File: src/rtl/sar_adc_seq.sv
// Successive-approximation ADC sequencer: MSB-first trial codes, programmable DAC settle, channel-tagged result.
// Optional `SAR_CONTINUOUS_EN: back-to-back conversions that round-robin the channels after the first start.
module sar_adc_seq #(
  parameter int WIDTH         = 8,
  parameter int SETTLE_CYCLES = 1,
  parameter int CH_W          = 2
) (
  input  logic             clk,
  input  logic             reset_in,
  input  logic             start,
  input  logic [CH_W-1:0]  ch_sel,
  input  logic             comp_in,
  output logic [WIDTH-1:0] sar_out,
  output logic [CH_W-1:0]  ch_out,
  output logic             busy,
  output logic [WIDTH-1:0] result,
  output logic [CH_W-1:0]  result_ch,
  output logic             valid
);

  localparam int                PTR_W       = $clog2(WIDTH);
  localparam logic [PTR_W-1:0]  MSB_PTR     = PTR_W'(WIDTH - 1);
  localparam logic [WIDTH-1:0]  MSB_CODE    = {1'b1, {(WIDTH-1){1'b0}}};
  localparam logic [3:0]        SETTLE_LOAD = 4'((SETTLE_CYCLES > 0) ? SETTLE_CYCLES - 1 : 0);

  typedef enum logic [1:0] {IDLE, SETTLE, DECIDE} state_t;

  // With no settle time every DAC update goes straight to a decision.
  localparam state_t WAIT_STATE = (SETTLE_CYCLES == 0) ? DECIDE : SETTLE;

  state_t           state_q, state_d;
  logic [PTR_W-1:0] ptr_q, ptr_d;
  logic [3:0]       cnt_q, cnt_d;
  logic [WIDTH-1:0] sar_q, sar_d;
  logic [CH_W-1:0]  ch_q, ch_d;
  logic             busy_q, busy_d;
  logic [WIDTH-1:0] result_q, result_d;
  logic [CH_W-1:0]  result_ch_q, result_ch_d;
  logic             valid_q, valid_d;
  logic [WIDTH-1:0] code;
  logic [PTR_W-1:0] ptr_m1;

  always_ff @(posedge clk) begin
    if (reset_in) begin
      state_q     <= IDLE;
      ptr_q       <= '0;
      cnt_q       <= '0;
      sar_q       <= '0;
      ch_q        <= '0;
      busy_q      <= 1'b0;
      result_q    <= '0;
      result_ch_q <= '0;
      valid_q     <= 1'b0;
    end else begin
      state_q     <= state_d;
      ptr_q       <= ptr_d;
      cnt_q       <= cnt_d;
      sar_q       <= sar_d;
      ch_q        <= ch_d;
      busy_q      <= busy_d;
      result_q    <= result_d;
      result_ch_q <= result_ch_d;
      valid_q     <= valid_d;
    end
  end

  always_comb begin
    state_d     = state_q;
    ptr_d       = ptr_q;
    cnt_d       = cnt_q;
    sar_d       = sar_q;
    ch_d        = ch_q;
    busy_d      = busy_q;
    result_d    = result_q;
    result_ch_d = result_ch_q;
    valid_d     = 1'b0;
    code        = sar_q;
    ptr_m1      = ptr_q - 1'b1;

    case (state_q)
      IDLE: begin
        if (start) begin
          ch_d    = ch_sel;
          ptr_d   = MSB_PTR;
          sar_d   = MSB_CODE;
          busy_d  = 1'b1;
          cnt_d   = SETTLE_LOAD;
          state_d = WAIT_STATE;
        end
      end
      SETTLE: begin
        if (cnt_q == 4'd0) state_d = DECIDE;
        else               cnt_d   = cnt_q - 4'd1;
      end
      DECIDE: begin
        // Comparator low means the DAC overshot Vin, so drop the trial bit.
        if (!comp_in) code[ptr_q] = 1'b0;
        if (ptr_q != '0) begin
          code[ptr_m1] = 1'b1;
          sar_d        = code;
          ptr_d        = ptr_m1;
          cnt_d        = SETTLE_LOAD;
          state_d      = WAIT_STATE;
        end else begin
          result_d    = code;
          result_ch_d = ch_q;
          valid_d     = 1'b1;
`ifdef SAR_CONTINUOUS_EN
          sar_d       = MSB_CODE;
          ch_d        = ch_q + 1'b1;
          ptr_d       = MSB_PTR;
          cnt_d       = SETTLE_LOAD;
          state_d     = WAIT_STATE;
`else
          sar_d       = '0;
          busy_d      = 1'b0;
          state_d     = IDLE;
`endif
        end
      end
      default: state_d = IDLE;
    endcase
  end

  assign sar_out   = sar_q;
  assign ch_out    = ch_q;
  assign busy      = busy_q;
  assign result    = result_q;
  assign result_ch = result_ch_q;
  assign valid     = valid_q;

endmodule
File: config.mk
export PLATFORM = sky130hd
export DESIGN_NAME = sar_adc_seq
export DESIGN_NICKNAME = d
export VERILOG_FILES = /design/src/rtl/sar_adc_seq.sv
export SDC_FILE = /design/constraint.sdc
export NUM_CORES = 1
export LEC_CHECK = 0
export CORE_MARGIN = 5
export CORE_UTILIZATION = 38
export CTS_CLUSTER_SIZE = 28
export DETAILED_ROUTE_END_ITERATION = 12
export DONT_BUFFER_PORTS = 1
export PLACE_DENSITY = 0.55
export SLEW_MARGIN = 40
export SYNTH_ARGS = -nofsm -noshare
export SYNTH_HDL_FRONTEND = slang
export SYNTH_SLANG_ARGS = --single-unit
File: constraint.sdc
create_clock -name clk -period 2 [get_ports clk]
set_input_delay 0.1 -clock clk [delete_from_list [all_inputs] [get_ports clk]]
set_output_delay 0.1 -clock clk [all_outputs]
set_load 0.05 [all_outputs]
---- Word-level counts from Yosys, hierarchy flattened ----
Cells that the tools add are included.
storage, ports and cells
  register bits after elaboration ......... 31
  bits in latches ......................... 0
  memory bits (writable) .................. 0
  memory bits (read-only) ................. 0
  input port bits ......................... 6
  output and inout port bits .............. 22
  word-level logic and storage cells ...... 66
  memories kept ........................... 0
operators by class
  add/subtract/negate cells ............... 2
  multipliers ............................. 0
  divide/modulo/power cells ............... 0
  magnitude comparators ................... 4
  equality and inequality tests ........... 7
  shift-type cells ........................ 0
  multiplexer cells ....................... 24
  bitwise logic cells ..................... 5
  reductions and logical operators ........ 15
operator list
  kind                 number
  $mux 8               4
  $pmux 8 s2           1
  $mux 4               3
  $pmux 4 s3           1
  $ne 2x2->1 const B   5
  $and 8x8->8          1
  $lt 3x4->1 const B   2
  $not 8->8            1
  $or 8x8->8           1
  $reduce_and 2->1     4
  $demux 1 s3          2
  $ge 3x1->1 const B   2
  $mux 1               6
  $mux 3               2
  $pmux 2 s3           1
  $pmux 3 s2           1
  $reduce_and 3->1     2
  $reduce_bool 3->1    2
  $logic_not 4->1      1
  $mux 2               2
  $reduce_and 4->1     1
  $sub 4x1->4 const B  1
  $sub 3x1->3 const B  1
  $eq 2x1->1 const B   1
  other kinds (7)      9

---- Logic depth before layout (Yosys ltp) ----
Gate-level depths: netlist of run 1.
  depth in word-level cells ............... 11
  gate-level depth with buffers ........... 8
  depth with buffers taken out ............ 6

---- Worst setup path after synthesis of run 1 ----
OpenSTA, ideal clock, no wires.
  path type ............................... reg2reg
  start ................................... register ptr_q[0]
  end ..................................... register cnt_q[2]
  setup time .............................. 0.059 ns
  arrival time ............................ 1.728 ns
  data required time ...................... 1.941 ns
  path slack .............................. 0.212 ns
  cell stages (with the launch flop) ...... 8
  path buffers ............................ 1
  period minus slack after synthesis ...... 1.788 ns
  cells stage by stage .................... dfxtp_1 -> buf_2 -> clkinv_1 -> ha_1 -> nand3b_1 -> a32oi_4 -> or4b_1 -> nand2_1
between the ends
  cells in the longest elaborated chain, start to end .. 3
ends and longest elaborated chain
  item                               RTL line  source
  start, declared                    32        logic [PTR_W-1:0] ptr_q, ptr_d;
  start signal, assigned             56        ptr_q <= ptr_d;
  $reduce_bool 3->1                  98        if (ptr_q != '0) begin
  $ne 2x2->1 (no source line)        n/a
  $reduce_and 4->1 (no source line)  n/a
  end signal, assigned               57        cnt_q <= cnt_d;
  end, declared                      33        logic [3:0] cnt_q, cnt_d;
Every way passes these cells.
A chain may end at the register's enable or synchronous reset.

---- Final worst setup path of run 1 ----
  start ................................... register ptr_q[0]
  end ..................................... register sar_q[2], in the netlist sar_out[2]
between the ends
  cells in the longest elaborated chain, start to end .. 11
  elaborated cells on any way between the ends .. 19
  those cells by class .................... 1 x add/sub; 4 x order compare; 8 x mux; 3 x bitwise; 3 x reduce/logical
ends and longest elaborated chain
  item                                                RTL line  source
  branches (longest 9 deep; another with $lt 3x4->1)  n/a
  $mux 8 (*)                                          98
  $pmux 8 s2 (*)                                      80        case (state_q)
  end signal, assigned                                58        sar_q <= sar_d;
  end, declared                                       34        logic [WIDTH-1:0] sar_q, sar_d;
Mark *: on every way between the ends. The select of a mux whose other input is x is not followed.

==> tab_implementation.tex, run 1 <==
\begin{tabular}{lr}
\hline
Metric & Value \\
\hline
\multicolumn{2}{l}{\textbf{Timing}} \\
\quad Final period utilization & 89.3\% \\
\quad Setup clock skew after layout & 6.30 ps \\
\quad Number of failing setup endpoints in the final timing report & 0 \\
\quad Fin Hold WS & 21.7 ps \\
\quad Actual slew at the worst max-slew pin & 585 ps \\
\quad Achievable Freq & 0.560 GHz \\
\quad Relative slew slack & 61.0\% \\
\quad Number of failing hold endpoints at the final stage & 0 \\
\quad Period minus WS final & 1790 ps \\
\quad Unrepaired setup endpoints after global routing & false \\
\quad Sum of negative setup slack & 0 ps \\
\quad Final-report max-slew violation count & 0 \\
\multicolumn{2}{l}{\textbf{Global route}} \\
\quad All-layer global routing usage & 14.3\% \\
\quad Wire length of the first global-routing pass & 5760 µm \\
\quad Via count of the first global-routing pass & 1203 \\
\quad Initial antenna violation count & 0 \\
\quad Maximum number of pins on one net before global-route repair & 26 \\
\quad Overall overflow remaining after global route & 0 \\
\multicolumn{2}{l}{\textbf{Critical path}} \\
\quad Data arrival time at the worst-slack endpoint & 1990 ps \\
\quad Worst Path Max Fanout & 6 \\
\quad Dominant delay contributor by cell family on the critical path & simple AND/OR/NAND/NOR gates \\
\quad Start-to-end type of the worst setup path & flop to flop \\
\quad Endpoint required time on the critical path & 2200 ps \\
\quad Worst setup EP type & flop \\
\quad CP Buf/Inv Count & 1 \\
\quad Slowest Stage Delay on Critical Path & 400 ps \\
\quad Slowest stage cell, crit path & nor2\_1 \\
\quad Critical Path Start Type & flop \\
\quad Crit-path cells & clkinv\_1, ha\_1, nor2b\_1, nor2\_1, a21oi\_1, o32ai\_1 \\
\multicolumn{2}{l}{\textbf{Power and ir drop}} \\
\quad Power after layout & 1780 µW \\
\quad Switching Share & 30.9\% \\
\quad Reg power frac & 41.7\% \\
\quad Max rail drop VDD & 0.350 mV \\
\quad P per Cell Area & 1090 nW/µm² \\
\quad Logic gate share of total power & 22.0\% \\
\quad Internal Pwr Total & 1230 µW \\
\quad Clock network fraction of total power & 36.3\% \\
\quad Leak pwr & 0.000586 µW \\
\quad Switching power of the nets & 549 µW \\
\multicolumn{2}{l}{\textbf{Detailed routing}} \\
\quad Drt first pass iters & 4 \\
\quad Total DRC errors in the routed layout & 0 \\
\quad Total number of vias & 1206 \\
\quad Iter 0 DRT Violations & 64 \\
\quad Vias per std cell & 5.43 \\
\quad Routed wire length & 3430 µm \\
\quad Remaining antenna violation count after routing & 0 \\
\quad Routed length per placed instance & 15.4 µm \\
\multicolumn{2}{l}{\textbf{Floorplan}} \\
\quad Die footprint & 5090 µm² \\
\quad Die outline width & 71.4 µm \\
\quad Num rows & 22 \\
\quad Core area & 3660 µm² \\
\quad Initial cell density of the core & 39.1\% \\
\quad Io pins & 28 \\
\quad Die H & 71.4 µm \\
\multicolumn{2}{l}{\textbf{Clocking}} \\
\quad Number of buffers created by CTS & 5 \\
\quad Number of buffers on the longest clock path & 2 \\
\quad CTS clock-pin slew for the worst setup and hold paths & 70 ps \\
\quad Clock tree from TritonCTS & done \\
\quad Post-CTS Setup Inserts & 0 \\
\quad Root buffer cell & clkbuf\_8 \\
\quad Later-pin clock latency in the skew report & 290 ps \\
\quad Sink count of the clock tree & 31 \\
\quad Deepest level of the CTS H-tree & 2 \\
\multicolumn{2}{l}{\textbf{Placement}} \\
\quad Final weighted congestion of routability-driven global placement & 0.846 \\
\quad Placed cell count & 211 \\
\quad HPWL reported at the end of detailed placement & 2420 µm \\
\quad Count of input and output buffers & 0 \\
\multicolumn{2}{l}{\textbf{Logic synthesis}} \\
\quad Commonest cells in the synthesized netlist & 31 x dfxtp\_1, 21 x nand2\_1, 20 x a21oi\_1 \\
\quad Net count after synthesis & 175 \\
\quad Dominant register cell in the synthesized netlist & dfxtp\_1 \\
\quad Flops \& latches, synth & 31 \\
\quad Post-synthesis cell count & 165 \\
\quad YS warnings & 0 \\
\quad Yosys top cell area share & 43.4\% \\
\quad Part of the Yosys area used for sequential elements & 43.4\% \\
\quad Number of flops mapped to enable cells by yosys & 0 \\
\quad Library cell with the highest instance count after synthesis & dfxtp\_1 \\
\quad Proportion of register bits with asynchronous set or reset after synthesis & 0\% \\
\quad Synth unique cells & 43 \\
\quad Post-synthesis cell area & 1430 µm² \\
\quad Largest cells by area after synthesis & dfxtp\_1 43\%, a21oi\_1 7.0\%, nand2\_1 5.5\%, nor2\_1 3.7\%, ha\_1 3.5\% \\
\quad Yosys top cell by area & dfxtp\_1 \\
\quad Post-synthesis average cell area & 8.67 µm² \\
\multicolumn{2}{l}{\textbf{Cells and area}} \\
\quad N\_diodes & 0 \\
\quad Final \#Nets & 183 \\
\quad Area Overhead vs Synth & 14.2\% \\
\quad Area occupied by multi-input gates & 739 µm² \\
\quad Number of inserted filler cells in the final layout & 361 \\
\quad Fraction of final layout cells with drive strength greater than 1 & 10.9\% \\
\quad Total area of sequential cells & 621 µm² \\
\quad Post-layout instance count excluding filler cells & 222 \\
\multicolumn{2}{l}{\textbf{Status}} \\
\quad Result of the run & finished clean \\
\multicolumn{2}{l}{\textbf{Hold path}} \\
\quad Tightest Hold Check Type & primary input to flop \\
\multicolumn{2}{l}{\textbf{Run}} \\
\quad Max-cap viol count & 0 \\
\hline
\end{tabular}
==> logic make-up after synthesis <==
group	synth area share (%)
simple gates	22.6
compound gates	21.7
flops	43.4
buf+inv	4.98
fa+ha+maj	3.50
xor+xnor	1.84
mux	2.10
==> area by class of cell <==
| class | instances | share of cell area (%) |
|---|---|---|
| multi-input combinational | 118 | 45.3 |
| clock buffer | 6 | 5.05 |
| tap | 48 | 3.68 |
| clock inverter | 2 | 2.14 |
| sequential | 31 | 38.0 |
| inverter | 9 | 2.07 |
| timing repair buffer | 8 | 3.83 |
==> power by group through the flow <==
stage,Clock (µW),Combinational (µW),Sequential (µW)
after global routing,693,435,748
after floorplan,0,317,744
after detailed placement,0,376,754
after CTS,663,390,740
after global placement,0,373,752
final,645,391,741
==> worst register-to-register path, stage by stage (launching register included) <==
cell and delay [ps]:
dfxtp_1 330, clkinv_1 170, ha_1 280, nor2b_1 180
nor2_1 400, a21oi_1 120, o32ai_1 220
==> per-stage QoR <==
step	setup WS (ps)	util [%]	cell area (µm²)
after CTS	229	44.8	1640
after global routing	68.9	44.6	1630
after global placement	327	40.7	1490
final	214	44.6	1630
after detailed placement	233	40.7	1490
after floorplan	212	-	1430
==> cells in the final DEF, fill, tap and decap left out, types with 4 or more instances in the layout <==
| master | Yosys | layout |
|---|---|---|
| inv_1 | 8 | 8 |
| or3_1 | 5 | 5 |
| a21oi_1 | 20 | 20 |
| nand2_1 | 21 | 21 |
| dfxtp_1 | 31 | 31 |
| nor2_1 | 14 | 14 |
| o21ai_0 | 5 | 5 |
| ha_1 | 4 | 4 |
| clkbuf_8 | 0 | 6 |
| nand3_1 | 10 | 10 |
| buf_4 | 0 | 5 |
==> sequential cells by signal, summed over array words and instances (netlist names) <==
signal,count
result,8
state_q,2
sar_out,8
result_ch,2
valid,1
ptr_q,3
busy,1
ch_out,2
cnt_q,4
==> layer usage <==
metal / GRT usage (%) / vias to the layer above / routed length [µm]
met5: 0 / - / 0
met4: 5.01 / 0 / 51
met3: 5.75 / 6 / 282
met2: 22.6 / 38 / 1510
met1: 17.7 / 557 / 1580
li1: - / 605 / -
==> worst paths after layout <==
| kind | start | to | slack (ps) | cells past startpoint |
|---|---|---|---|---|
| min | reset_in | cnt_q[3] | 20 | 2 |
| min reg2reg | cnt_q[3] | cnt_q[3] | 500 | 2 |
| max reg2reg | ptr_q[0] | sar_out[2] | 210 | 6 |
| max | ptr_q[0] | sar_out[2] | 210 | 6 |
==> timing repair <==
item	4_1_cts	5_1_grt
endpoints found under the hold margin	25	0
hold buffers	3	0
gates resized for setup	0	0
No activity file was read; power rests on OpenSTA's default activity.
==> inputs of run 2 (changes only) <==
--- a/config.mk
+++ b/config.mk
@@ -5,12 +5,14 @@
 export SDC_FILE = /design/constraint.sdc
 export NUM_CORES = 1
 export LEC_CHECK = 0
+export CELL_PAD_IN_SITES_DETAIL_PLACEMENT = 1
+export CELL_PAD_IN_SITES_GLOBAL_PLACEMENT = 2
 export CORE_MARGIN = 5
-export CORE_UTILIZATION = 38
+export CORE_UTILIZATION = 36
 export CTS_CLUSTER_SIZE = 28
 export DETAILED_ROUTE_END_ITERATION = 12
 export DONT_BUFFER_PORTS = 1
-export PLACE_DENSITY = 0.55
+export PLACE_DENSITY = 0.79
 export SLEW_MARGIN = 40
 export SYNTH_ARGS = -nofsm -noshare
 export SYNTH_HDL_FRONTEND = slang
==> tab_implementation.tex, run 2 (same netlist as run 1, synthesis figures left out) <==
\begin{tabular}{lr}
\hline
Metric & Value \\
\hline
\multicolumn{2}{l}{\textbf{Status}} \\
\quad Result of the run & finished clean \\
\multicolumn{2}{l}{\textbf{Global route}} \\
\quad Via count of the first global-routing pass & 1308 (+8.7\%) \\
\quad All-layer global routing usage & 15.1\% (+0.74 points) \\
\quad Maximum number of pins on one net before global-route repair & 26 (unchanged) \\
\quad Wire length of the first global-routing pass & 6220 µm (+8.0\%) \\
\quad Overall overflow remaining after global route & 0 (unchanged) \\
\quad Initial antenna violation count & 0 (unchanged) \\
\multicolumn{2}{l}{\textbf{Critical path}} \\
\quad Capturing point of the worst reg2reg path & sar\_out[3] \\
\quad Worst Path Max Fanout & 6 (unchanged) \\
\quad Data arrival time at the worst-slack endpoint & 2040 ps (+50 ps) \\
\quad Endpoint required time on the critical path & 2180 ps (-20 ps) \\
\quad Worst setup EP type & flop \\
\quad Reg2reg setup slack & 150 ps (-70 ps) \\
\quad Start-to-end type of the worst setup path & flop to flop \\
\quad Length in cells of the worst reg-to-reg path & 6 (unchanged) \\
\quad Startpoint of the worst-slack reg-to-reg timing path & ptr\_q[0] \\
\quad Critical Path Start Type & flop \\
\multicolumn{2}{l}{\textbf{Floorplan}} \\
\quad Num rows & 23 (+4.5\%) \\
\quad Die footprint & 5340 µm² (+4.8\%) \\
\quad Die outline width & 73.1 µm (+2.4\%) \\
\quad Initial cell density of the core & 36.6\% (-2.5 points) \\
\quad Io pins & 28 (unchanged) \\
\quad Core area & 3910 µm² (+6.9\%) \\
\quad Die H & 73.1 µm (+2.4\%) \\
\multicolumn{2}{l}{\textbf{Cells and area}} \\
\quad Area Overhead vs Synth & 14.3\% \\
\quad Most frequent standard cell in the layout excluding fill and tap cells & dfxtp\_1 \\
\quad Fraction of final layout cells with drive strength greater than 1 & 10.9\% (unchanged) \\
\quad Number of inserted filler cells in the final layout & 485 (+34\%) \\
\quad Area occupied by multi-input gates & 739 µm² (unchanged) \\
\quad Total area of sequential cells & 621 µm² (unchanged) \\
\quad Commonest cells after routing, fill and taps aside & 31 x dfxtp\_1, 21 x nand2\_1, 20 x a21oi\_1, 14 x nor2\_1, 10 x nand3\_1 \\
\quad Final \#Nets & 183 (unchanged) \\
\quad N\_diodes & 0 (unchanged) \\
\multicolumn{2}{l}{\textbf{Placement}} \\
\quad Final weighted congestion of routability-driven global placement & 0.890 (+5.3\%) \\
\quad Place WS & 200 ps (-33.1 ps) \\
\quad Count of input and output buffers & 0 (unchanged) \\
\quad HPWL reported at the end of detailed placement & 2630 µm (+8.5\%) \\
\multicolumn{2}{l}{\textbf{Timing}} \\
\quad Actual slew at the worst max-slew pin & 578 ps (-6.96 ps) \\
\quad Sum of negative setup slack & 0 ps (unchanged) \\
\quad Number of failing hold endpoints at the final stage & 0 (unchanged) \\
\quad Final-report max-slew violation count & 0 (unchanged) \\
\quad Final period utilization & 92.6\% (+3.3 points) \\
\quad Relative slew slack & 61.4\% (+0.46 points) \\
\quad Period minus WS final & 1850 ps (+65.8 ps) \\
\quad Number of failing setup endpoints in the final timing report & 0 (unchanged) \\
\quad Unrepaired setup endpoints after global routing & true \\
\quad Achievable Freq & 0.540 GHz (-3.6\%) \\
\quad Fin Hold WS & 26.9 ps (+5.20 ps) \\
\quad Worst Slack Setup Final & 148 ps (-65.8 ps) \\
\quad Setup clock skew after layout & 2.65 ps (-3.64 ps) \\
\multicolumn{2}{l}{\textbf{Clocking}} \\
\quad Later-pin clock latency in the skew report & 280 ps (about the same) \\
\quad CTS clock-pin slew for the worst setup and hold paths & 60 ps (about the same) \\
\quad Number of buffers created by CTS & 5 (unchanged) \\
\quad Number of buffers on the longest clock path & 2 (unchanged) \\
\quad Clock tree from TritonCTS & done \\
\quad Deepest level of the CTS H-tree & 2 (unchanged) \\
\quad Sink count of the clock tree & 31 (unchanged) \\
\quad Root buffer cell & clkbuf\_8 \\
\multicolumn{2}{l}{\textbf{Detailed routing}} \\
\quad Vias per std cell & 5.47 (+0.75\%) \\
\quad Routed length per placed instance & 16.4 µm (+6.4\%) \\
\quad Total number of vias & 1226 (+1.7\%) \\
\quad Drt first pass iters & 4 (unchanged) \\
\quad Routed wire length & 3680 µm (+7.3\%) \\
\quad Total DRC errors in the routed layout & 0 (unchanged) \\
\quad Remaining antenna violation count after routing & 0 (unchanged) \\
\quad Iter 0 DRT Violations & 43 (-33\%) \\
\multicolumn{2}{l}{\textbf{Power and ir drop}} \\
\quad Max rail drop VDD & 0.464 mV (+33\%) \\
\quad Leak pwr & 0.000586 µW (unchanged) \\
\quad P per Cell Area & 1090 nW/µm² (-0.19\%) \\
\multicolumn{2}{l}{\textbf{Hold path}} \\
\quad Min-Delay Path Depth & 2 (unchanged) \\
\quad Tightest Hold Check Type & primary input to flop \\
\quad Endpoint of the worst hold path & cnt\_q[3] \\
\quad HP Start & reset\_in \\
\multicolumn{2}{l}{\textbf{Run}} \\
\quad Max-cap viol count & 0 (unchanged) \\
\hline
\end{tabular}
run 2: per-stage QoR:
| step | utilization (%) | std cells | power [µW] | cell area, µm² |
|---|---|---|---|---|
| 2_1_floorplan | - | 165 | 1060 | 1430 |
| 3_3_place_gp | 38.2 | 213 | 1130 | 1490 |
| 3_5_place_dp | 38.2 | 213 | 1150 | 1490 |
| 4_1_cts | 41.9 | 224 | 1800 | 1640 |
| 5_1_grt | 41.8 | 224 | 1870 | 1640 |
| 6_report | 41.8 | 224 | 1780 | 1640 |
run 2: how the worst max path moves through the flow:
stage	start	endpoint
finish	ptr_q[0]	sar_out[3]
detailed placement	ptr_q[1]	busy
floorplan	ptr_q[0]	cnt_q[2]
global route	ptr_q[0]	sar_out[3]
CTS	ptr_q[1]	busy
global placement	cnt_q[0]	cnt_q[1]
run 2: timing repair:
action | 4_1_cts | 5_1_grt
setup buffers | 0 | 0
endpoints found under the hold margin | 25 | 0
setup endpoints to repair | 0 | 4
hold buffers | 3 | 0
gates resized for setup | 0 | 0
run 2: layer usage:
layer | vias to the layer above | GRT usage [%] | part of all wire (%)
met3 | 5 | 4.41 | 5.4
met2 | 26 | 24.0 | 47
met5 | - | 0 | 0
li1 | 603 | - | -
met4 | 0 | 5.74 | 1.4
met1 | 592 | 19.0 | 46
run 2: where the power goes:
part	leakage [µW]	internal, µW	switching (µW)
combinational	0.000273	166	238
clock	0.0000612	403	228
sequential	0.000252	660	81.8
total	0.000586	1230	547
run 2: cell type report:
cell class                 count  share of cell area, %
clock buffer                   6                   5.05
clock inverter                 2                   2.14
inverter                       9                   2.06
multi-input combinational    118                   45.2
sequential                    31                   37.9
tap                           50                   3.82
timing repair buffer           8                   3.82
run 2: critical path: stages, from the launching register on:
cell	delay, ps
dfxtp_1	330
clkinv_1	170
ha_1	290
nor2b_1	200
nor2_1	390
a21oi_1	130
o32ai_1	250
